`config.mk`:
```
export PLATFORM = sky130hd
export DESIGN_NAME = detector_jogada
export DESIGN_NICKNAME = d
export VERILOG_FILES = /design/src/rtl/detector_jogada_pkg.sv /design/src/rtl/detector_jogada_sincronizador_botoes.sv /design/src/rtl/detector_jogada.sv
export SDC_FILE = /design/constraint.sdc
export NUM_CORES = 1
export LEC_CHECK = 0
export ABC_CLOCK_PERIOD_IN_PS = 1500
export CELL_PAD_IN_SITES_DETAIL_PLACEMENT = 1
export CELL_PAD_IN_SITES_GLOBAL_PLACEMENT = 2
export CORE_UTILIZATION = 32
export CTS_CLUSTER_DIAMETER = 60
export DETAILED_ROUTE_END_ITERATION = 16
export HOLD_SLACK_MARGIN = 0.08
export PLACE_DENSITY_LB_ADDON = 0.1
export REMOVE_ABC_BUFFERS = 1
export SYNTH_ARGS = -nofsm -noshare
export SYNTH_HDL_FRONTEND = slang
export SYNTH_HIERARCHICAL = 1
export SYNTH_SLANG_ARGS = --single-unit
export TNS_END_PERCENT = 20
```
`constraint.sdc`:
```
create_clock -name clock -period 1.5 [get_ports clock]
set_input_delay 0.225 -clock clock [delete_from_list [all_inputs] [get_ports clock]]
set_output_delay 0.225 -clock clock [all_outputs]
set_load 0.005 [all_outputs]
```
`src/rtl/detector_jogada_pkg.sv`:
```
// Shared definitions for the memory-game button detector: FSM state codes,
// default debounce length and the one-hot test used to reject multi-button presses.
package detector_jogada_pkg;

  localparam int unsigned N_BOTOES               = 4;
  localparam int unsigned ESTADO_W               = 4;
  localparam int unsigned DEBOUNCE_CICLOS_PADRAO = 5;

  typedef enum logic [ESTADO_W-1:0] {
    ESPERA      = 4'd0,
    FILTRANDO   = 4'd1,
    PRESSIONADO = 4'd2,
    SOLTANDO    = 4'd3,
    INVALIDO    = 4'd4
  } estado_t;

  // True when exactly one button bit is set.
  function automatic logic eh_one_hot(input logic [N_BOTOES-1:0] v);
    return (v != '0) && ((v & (v - N_BOTOES'(1))) == '0);
  endfunction

endpackage

```
`src/rtl/detector_jogada_sincronizador_botoes.sv`:
```
// Two-flop synchroniser bringing the asynchronous push-buttons into the clock domain.
module sincronizador_botoes
  import detector_jogada_pkg::*;
#(
  parameter int unsigned W = N_BOTOES
) (
  input  logic         clock,
  input  logic         reset,
  input  logic [W-1:0] botoes,
  output logic [W-1:0] s
);

  logic [W-1:0] meta_q, meta_d;
  logic [W-1:0] s_q, s_d;

  always_comb begin
    meta_d = botoes;
    s_d    = meta_q;
  end

  always_ff @(posedge clock or negedge reset) begin
    if (!reset) begin
      meta_q <= '0;
      s_q    <= '0;
    end else begin
      meta_q <= meta_d;
      s_q    <= s_d;
    end
  end

  assign s = s_q;

endmodule

```
`src/rtl/detector_jogada.sv`:
```
// Debounces the synchronised buttons, rejects multi-button presses and emits one
// registered jogada_feita pulse (with the one-hot code in jogada) per accepted press.
module detector_jogada
  import detector_jogada_pkg::*;
#(
  parameter int unsigned DEBOUNCE_CICLOS = DEBOUNCE_CICLOS_PADRAO
) (
  input  logic                clock,
  input  logic                reset,
  input  logic [N_BOTOES-1:0] botoes,
  input  logic                habilita,
  input  logic                limpa,
  output logic                jogada_feita,
  output logic [N_BOTOES-1:0] jogada,
  output logic                jogada_invalida,
  output logic                tem_jogada,
  output logic [ESTADO_W-1:0] db_estado
);

  localparam int unsigned      CNT_W   = $clog2(DEBOUNCE_CICLOS + 1);
  localparam logic [CNT_W-1:0] CNT_UM  = CNT_W'(1);
  localparam logic [CNT_W-1:0] CNT_FIM = CNT_W'(DEBOUNCE_CICLOS - 1);

  logic [N_BOTOES-1:0] s;

  estado_t             estado_q, estado_d;
  logic [CNT_W-1:0]    cnt_q, cnt_d;
  logic [N_BOTOES-1:0] cand_q, cand_d;
  logic [N_BOTOES-1:0] jogada_q, jogada_d;
  logic                feita_q, feita_d;
  logic                invalida_q, invalida_d;
  logic                tem_q, tem_d;

  sincronizador_botoes #(
    .W (N_BOTOES)
  ) u_sinc (
    .clock  (clock),
    .reset  (reset),
    .botoes (botoes),
    .s      (s)
  );

  // Next-state logic; the accept load of jogada overrides a concurrent limpa.
  always_comb begin
    estado_d   = estado_q;
    cnt_d      = cnt_q;
    cand_d     = cand_q;
    jogada_d   = limpa ? '0 : jogada_q;
    feita_d    = 1'b0;
    invalida_d = 1'b0;
    tem_d      = |s;

    case (estado_q)
      ESPERA: begin
        if (eh_one_hot(s)) begin
          estado_d = FILTRANDO;
          cand_d   = s;
          cnt_d    = CNT_UM;
        end else if (s != '0) begin
          estado_d   = INVALIDO;
          invalida_d = 1'b1;
        end
      end
      FILTRANDO: begin
        if (s == '0) begin
          estado_d = ESPERA;
        end else if (!eh_one_hot(s)) begin
          estado_d   = INVALIDO;
          invalida_d = 1'b1;
        end else if (s != cand_q) begin
          cand_d = s;
          cnt_d  = CNT_UM;
        end else if (cnt_q == CNT_FIM) begin
          estado_d = PRESSIONADO;
          if (habilita) begin
            feita_d  = 1'b1;
            jogada_d = cand_q;
          end
        end else begin
          cnt_d = cnt_q + CNT_UM;
        end
      end
      PRESSIONADO: begin
        if (s == '0) begin
          estado_d = SOLTANDO;
          cnt_d    = CNT_UM;
        end
      end
      SOLTANDO: begin
        // A bounce during release restarts the quiet-time count.
        if (s != '0) begin
          cnt_d = '0;
        end else if (cnt_q == CNT_FIM) begin
          estado_d = ESPERA;
        end else begin
          cnt_d = cnt_q + CNT_UM;
        end
      end
      INVALIDO: begin
        if (s == '0) begin
          estado_d = SOLTANDO;
          cnt_d    = CNT_UM;
        end
      end
      default: estado_d = ESPERA;
    endcase
  end

  always_ff @(posedge clock or negedge reset) begin
    if (!reset) begin
      estado_q   <= ESPERA;
      cnt_q      <= '0;
      cand_q     <= '0;
      jogada_q   <= '0;
      feita_q    <= 1'b0;
      invalida_q <= 1'b0;
      tem_q      <= 1'b0;
    end else begin
      estado_q   <= estado_d;
      cnt_q      <= cnt_d;
      cand_q     <= cand_d;
      jogada_q   <= jogada_d;
      feita_q    <= feita_d;
      invalida_q <= invalida_d;
      tem_q      <= tem_d;
    end
  end

  assign jogada_feita    = feita_q;
  assign jogada          = jogada_q;
  assign jogada_invalida = invalida_q;
  assign tem_jogada      = tem_q;
  assign db_estado       = estado_q;

endmodule

```
======== Yosys cells after proc, flatten, opt, wreduce, memory -nomap -nowiden ========
Cells that the tools add are included.
cells by class
  muxes and demuxes ....................... 41
  equality and inequality tests ........... 16
  bitwise operators ....................... 1
  $add $sub $neg .......................... 2
  reductions and logical operators ........ 12
operators by type and width
  cell                                                 number
  2-to-1 mux 4 bit                                     20
  2-to-1 mux 3 bit                                     7
  one-hot mux 4 bit (4 select lines)                   1
  logical NOT 4 bit                                    3
  != test 2 bit, second input constant                 6
  one-hot mux 3 bit (4 select lines)                   1
  2-to-1 mux 1 bit                                     10
  AND reduction 5 bit                                  2
  equality test 4 x 2 -> 1 bit, second input constant  2
  != test 4 bit, second input constant                 2
  one-hot mux 4 bit (2 select lines)                   1
  nonzero test 4 bit                                   2
  AND reduction 6 bit                                  1
  AND 4 bit                                            1
  equality test 4 x 1 -> 1 bit, second input constant  1
  equality test 4 x 3 -> 1 bit, second input constant  1
  != test 4 bit                                        1
  OR reduction 4 bit                                   1
  subtractor 4 x 1 -> 4 bit, second input constant     1
  adder 3 x 1 -> 3 bit, second input constant          1
  equality test 3 bit, second input constant           1
  != test 3 bit, second input constant                 1
  != test 2 x 1 -> 1 bit, second input constant        1
  one-hot mux 1 bit (2 select lines)                   1
  3 further kinds                                      3
word-level totals
  flip-flop bits (word level) ............. 26
  input bits .............................. 8
  output and inout bits ................... 11
  word-level logic and storage cells ...... 81

======== Depth between registers and ports, before layout ========
  depth after elaboration ................. 7
  mapped depth ............................ 6
  gate-level depth less buffers ........... 6

======== Modules after synthesis ========
Netlist, hierarchy kept.
modules (own cells, without submodules)
  module                cells an instance  seq. area each (µm²)  times used  area each (µm²)
  detector_jogada       107                425.4                 1           1128.6
  sincronizador_botoes  8                  200.2                 1           200.2

======== Least setup slack after synthesis ========
Ideal clock, no wire load.
  kind .................................... register to register
  start point ............................. register u_sinc.s_q[0] (netlist: u_sinc/s[0])
  end point ............................... register cnt_q[1]
  path slack .............................. -136 ps
  cell stages (with the launch flop) ...... 6
  data arrival time ....................... 1516 ps
  path through ............................ dfrtp_1 -> buf_6 -> xor2_1 -> a211o_4 -> a211o_1 -> a41o_1
on the way
  cells in the longest elaborated chain, start to end .. 6
ends and longest elaborated chain
  what                           RTL line                                    source
  start, declared                detector_jogada_sincronizador_botoes.sv:14  logic [W-1:0] s_q, s_d;
  start signal, assigned         detector_jogada_sincronizador_botoes.sv:24  s_q <= '0;
  start signal, assigned         detector_jogada_sincronizador_botoes.sv:27  s_q <= s_d;
  subtractor 4 x 1 -> 4 bit      detector_jogada_pkg.sv:19                   return (v != '0) && ((v & (v - N_BOTOES'(1))) == '0);
  AND 4 bit                      detector_jogada_pkg.sv:19
  logical NOT 4 bit              detector_jogada_pkg.sv:19
  logical AND 1 bit              detector_jogada_pkg.sv:19
  != test 2 bit (no line)        -
  AND reduction 5 bit (no line)  -
  end signal, assigned           detector_jogada.sv:120                      cnt_q <= cnt_d;
  end, declared                  detector_jogada.sv:27                       logic [CNT_W-1:0] cnt_q, cnt_d;
Several ways; a longest one is shown, not always the timed one. The select of a mux whose other input is x is not followed.
A chain may end at the register's enable or synchronous reset.

======== Final worst setup path ========
  start point ............................. register u_sinc.s_q[0] (netlist: u_sinc/s[0])
  end point ............................... register cnt_q[2]
The elaborated chain is that of the path after synthesis.

==> summary by stage <==
Status
The flow ran to the end, but the final reports show violations. The final reports fail on setup timing.

Floorplanning
The number of rows created at floorplan is 23. The standard cell core area is 4000 um^2. The die span in x is 66.4 um. The starting utilization of the core area is 0.332. For this design the top-level I/O count stands at 19.

The floorplan die height is 66.4 um. The total die area is 4410 um^2.

Clocking
The hold-fix buffer count after cts is 0. The number of H-tree levels is 1. The clock slew seen by the registers of the worst setup and hold paths is 90 ps.

The clock sink count is 25. The worst-case clock buffer depth is 2. The number of buffers inserted during clock tree synthesis is 3. The clock root buffer is sky130_fd_sc_hd__clkbuf_8. For the worst-skew pair, the clock arrives at the later sink with an insertion delay of 280 ps. TritonCTS built the clock tree.

Detailed routing
The routed wire length is 3200 um. The count of nets left with antenna violations once routing finished came out at 0. The count of vias placed by the detailed router is 1064. Dividing the detail-routed wire length by the instance count gives 14.9 um.

Using the TritonRoute via totals, the vias-per-cell ratio works out to 4.95. In the routed design, unresolved DRC markers number 0. Before antenna repair, the detailed router went through 3 iterations. The detailed router finished its first iteration with 19 violations.

STA
The total negative slack for setup checks is -2230 ps. The final worst-path setup slack is -234 ps. The worst path in the final design needs a cycle of 1730 ps, including I/O delays and setup. The maximum clock skew at final layout is 2.97 ps. The count of pins over their slew limit is 0.

The count of endpoints failing hold in the final timing report is 0. The post-route worst hold slack is 303 ps. Setup repair after global routing could not meet its margin everywhere. The maximum achievable frequency is 577 MHz. In the finished design, the share of the clock period the worst path needs comes to 1.16.

The final setup violation count is 14.

Setup path
The cell family contributing the most delay on the critical path is compound AO/OA/AOI/OAI gates. The critical path is of the reg -> reg type. STA puts the critical path data required time at 1690 ps. The worst path buffer plus inverter count is 0. The worst stage delay on the critical path is 480 ps. The source of the worst register-to-register timing path is u_sinc/s[0]. Data arrives at the worst endpoint at 1920 ps. The top fanout value on the critical path is 6. The critical path starts at u_sinc/s[0].

The worst setup path is captured at a flip-flop. The critical path goes through xor2_1 > a211o_4 > a211o_1 > a221oi_2. The largest individual stage delay along the critical path comes from the cell sky130_fd_sc_hd__dfrtp_2. The worst setup path is launched from a flip-flop.

Yosys
In this run, synthesis produced a sequential element count of 25. The number of cells produced by synthesis is 115. After synthesis, the netlist uses 49 different library cells. The number of warnings issued by yosys is 6.

The proportion of synthesized chip area in sequential cells is 0.471. The dominant combinational cell family by area after synthesis is simple AND/OR/NAND/NOR gates. Of the total synthesized cell area, the portion taken by XOR and XNOR cells is 0.0330. The post-synthesis area per instance is 11.6 um^2. The share of synthesized cell area in and, or, nand and nor gates is 0.188.

The compound-cell area share of the yosys netlist came to 0.169. The number of enable-type register cells in the synthesized netlist is 0. The synthesized netlist occupies a cell area of 1330 um^2. The arithmetic-cell share of the synthesized area counting full adders, half adders and majority gates is 0.0264.

The mux contribution to synthesized area is 0.0678. The predominant post-synthesis flop cell is sky130_fd_sc_hd__dfrtp_1. For this run, asynchronously set or reset flops after synthesis account for 1.00.

Worst hold path
The min-delay analysis places its worst path in the category in -> async.

Cells and area
The final cell utilization of the core is 0.473. The library cell used most frequently in the layout, excluding fill and tap cells, is sky130_fd_sc_hd__buf_4. Of the cells placed in the final design, the portion with a size suffix greater than 1 is 0.400. The area added between synthesis and finish is 42.3%. For this run, the post-layout net count is 176. In the layout the commonest cells are sky130_fd_sc_hd__buf_4 (32), sky130_fd_sc_hd__dfrtp_1 (20), sky130_fd_sc_hd__clkdlybuf4s50_1 (14).

The final instance count without filler cells is 215. The layout has 448 filler cells. The number of antenna diodes in the final layout is 0.

Place
After legalization and detailed placement, the total HPWL measured 2510 um. The placed instance count is 210. The post-placement worst setup slack is -233 ps. At the end of routability-driven placement, the weighted congestion stood at 0.778. The number of buffers inserted by port buffering is 17.

Job
Across the run, the number of max-cap violations was 0.

Global routing
The number of antenna violations at the first check in global routing is 0. The aggregate global routing overflow is 0. The first global-routing pass estimated 5530 um of wire. In the global route stage, overall resource usage came out at 0.170. Entering global routing, the biggest net connects 26 pins. The number of global-route vias before repair is 1180.

Pwr
The analysis attributes to cell leakage a power of 0.000841 uW. Dividing total power by cell area gives a power density of 1410 nW/um^2. IR analysis of the VDD net gives a maximum drop of 685 uV.
==> per-layer routing <==
| layer | up-vias | track usage | share of wire |
|---|---|---|---|
| li1 | 514 | - | - |
| met1 | 533 | 0.194 | 0.41 |
| met2 | 12 | 0.316 | 0.55 |
| met3 | 5 | 0.0259 | 0.020 |
| met4 | 0 | 0.0638 | 0.016 |
| met5 | - | 0 | 0 |
==> final timing paths <==
check                                         to  slack, ps  cells past startpoint
max in group asynchronous            u_sinc/s[2]        940                      2
worst max-delay path                    cnt_q[2]       -230                      4
worst min-delay path            u_sinc/meta_q[0]        300                      2
min in group clock                   u_sinc/s[1]        360                      0
worst min register to register       u_sinc/s[1]        360                      0
worst max register to register          cnt_q[2]       -230                      4
==> worst reg2reg max path, stage by stage, from the launching register on <==
cell                       delay (ps)
sky130_fd_sc_hd__dfrtp_2          480
sky130_fd_sc_hd__xor2_1           210
sky130_fd_sc_hd__a211o_4          390
sky130_fd_sc_hd__a211o_1          310
sky130_fd_sc_hd__a221oi_2         250
==> state kept, by name, summed over array words and instances, names as in the netlist <==
| register | cells |
|---|---|
| cnt_q | 3 |
| cand_q | 4 |
| u_sinc/s | 4 |
| jogada_feita | 1 |
| jogada_invalida | 1 |
| tem_jogada | 1 |
| db_estado | 3 |
| jogada | 4 |
| u_sinc/meta_q | 4 |
==> layout make-up <==
class | instances | area (um^2) | share of cell area
Clock buffer | 3 | 41.3 | 0.0218
Clock inverter | 1 | 5.00 | 0.00265
Inverter | 4 | 15.0 | 0.00794
Multi-Input combinational cell | 80 | 692 | 0.366
Sequential cell | 25 | 632 | 0.334
Tap cell | 50 | 62.6 | 0.0331
Timing Repair Buffer | 52 | 443 | 0.234
==> through the flow <==
step                      power (uW)  instance area (um^2)
after floorplan                 1520                  1290
after global placement          2180                  1780
after detailed placement        2220                  1780
after CTS                       2670                  1850
after global routing            2870                  1890
final                           2660                  1890
==> where the power goes <==
group / leakage, uW / internal, uW / switching, uW
logic: 0.000512 / 732 / 545
registers: 0.000304 / 817 / 155
clock network: 0.0000255 / 187 / 227
==> cell families (layout without fill, tap and decap cells) <==
group,after synthesis,after routing
buffers and inverters,10,60
other,1,1
adder cells (fa/ha/maj),3,3
XOR/XNOR,5,5
flip-flops,25,25
AO/OA/AOI/OAI,28,28
AND/OR/NAND/NOR,35,35
multiplexers,8,8
==> synth_stat cells, types with 2 or more instances <==
cell type / number / share of area
sky130_fd_sc_hd__inv_1: 3 / 0.0085
sky130_fd_sc_hd__nand2_1: 4 / 0.011
sky130_fd_sc_hd__o21ai_1: 2 / 0.0075
sky130_fd_sc_hd__mux2_1: 6 / 0.051
sky130_fd_sc_hd__a211oi_1: 3 / 0.017
sky130_fd_sc_hd__nor3_1: 2 / 0.0075
sky130_fd_sc_hd__ha_1: 2 / 0.019
sky130_fd_sc_hd__buf_4: 3 / 0.017
sky130_fd_sc_hd__nor2_1: 6 / 0.017
sky130_fd_sc_hd__o211ai_1: 3 / 0.017
sky130_fd_sc_hd__nor2b_1: 7 / 0.033
sky130_fd_sc_hd__dfrtp_1: 25 / 0.47
sky130_fd_sc_hd__xnor2_1: 4 / 0.026
sky130_fd_sc_hd__mux2_2: 2 / 0.017
sky130_fd_sc_hd__nor4b_2: 2 / 0.023
sky130_fd_sc_hd__and2_1: 3 / 0.014
sky130_fd_sc_hd__clkbuf_1: 2 / 0.0057
sky130_fd_sc_hd__o21ai_0: 5 / 0.019
==> timing repair <==
| item | in CTS | in global routing |
|---|---|---|
| pin swaps | 3 | 1 |
| setup buffers | 0 | 1 |
| hold endpoints to repair | 0 | 0 |
| gates cloned | 0 | 0 |
| setup endpoints to repair | 18 | 16 |
| gates resized for setup | 14 | 8 |
(Power assumes the default switching activity.)
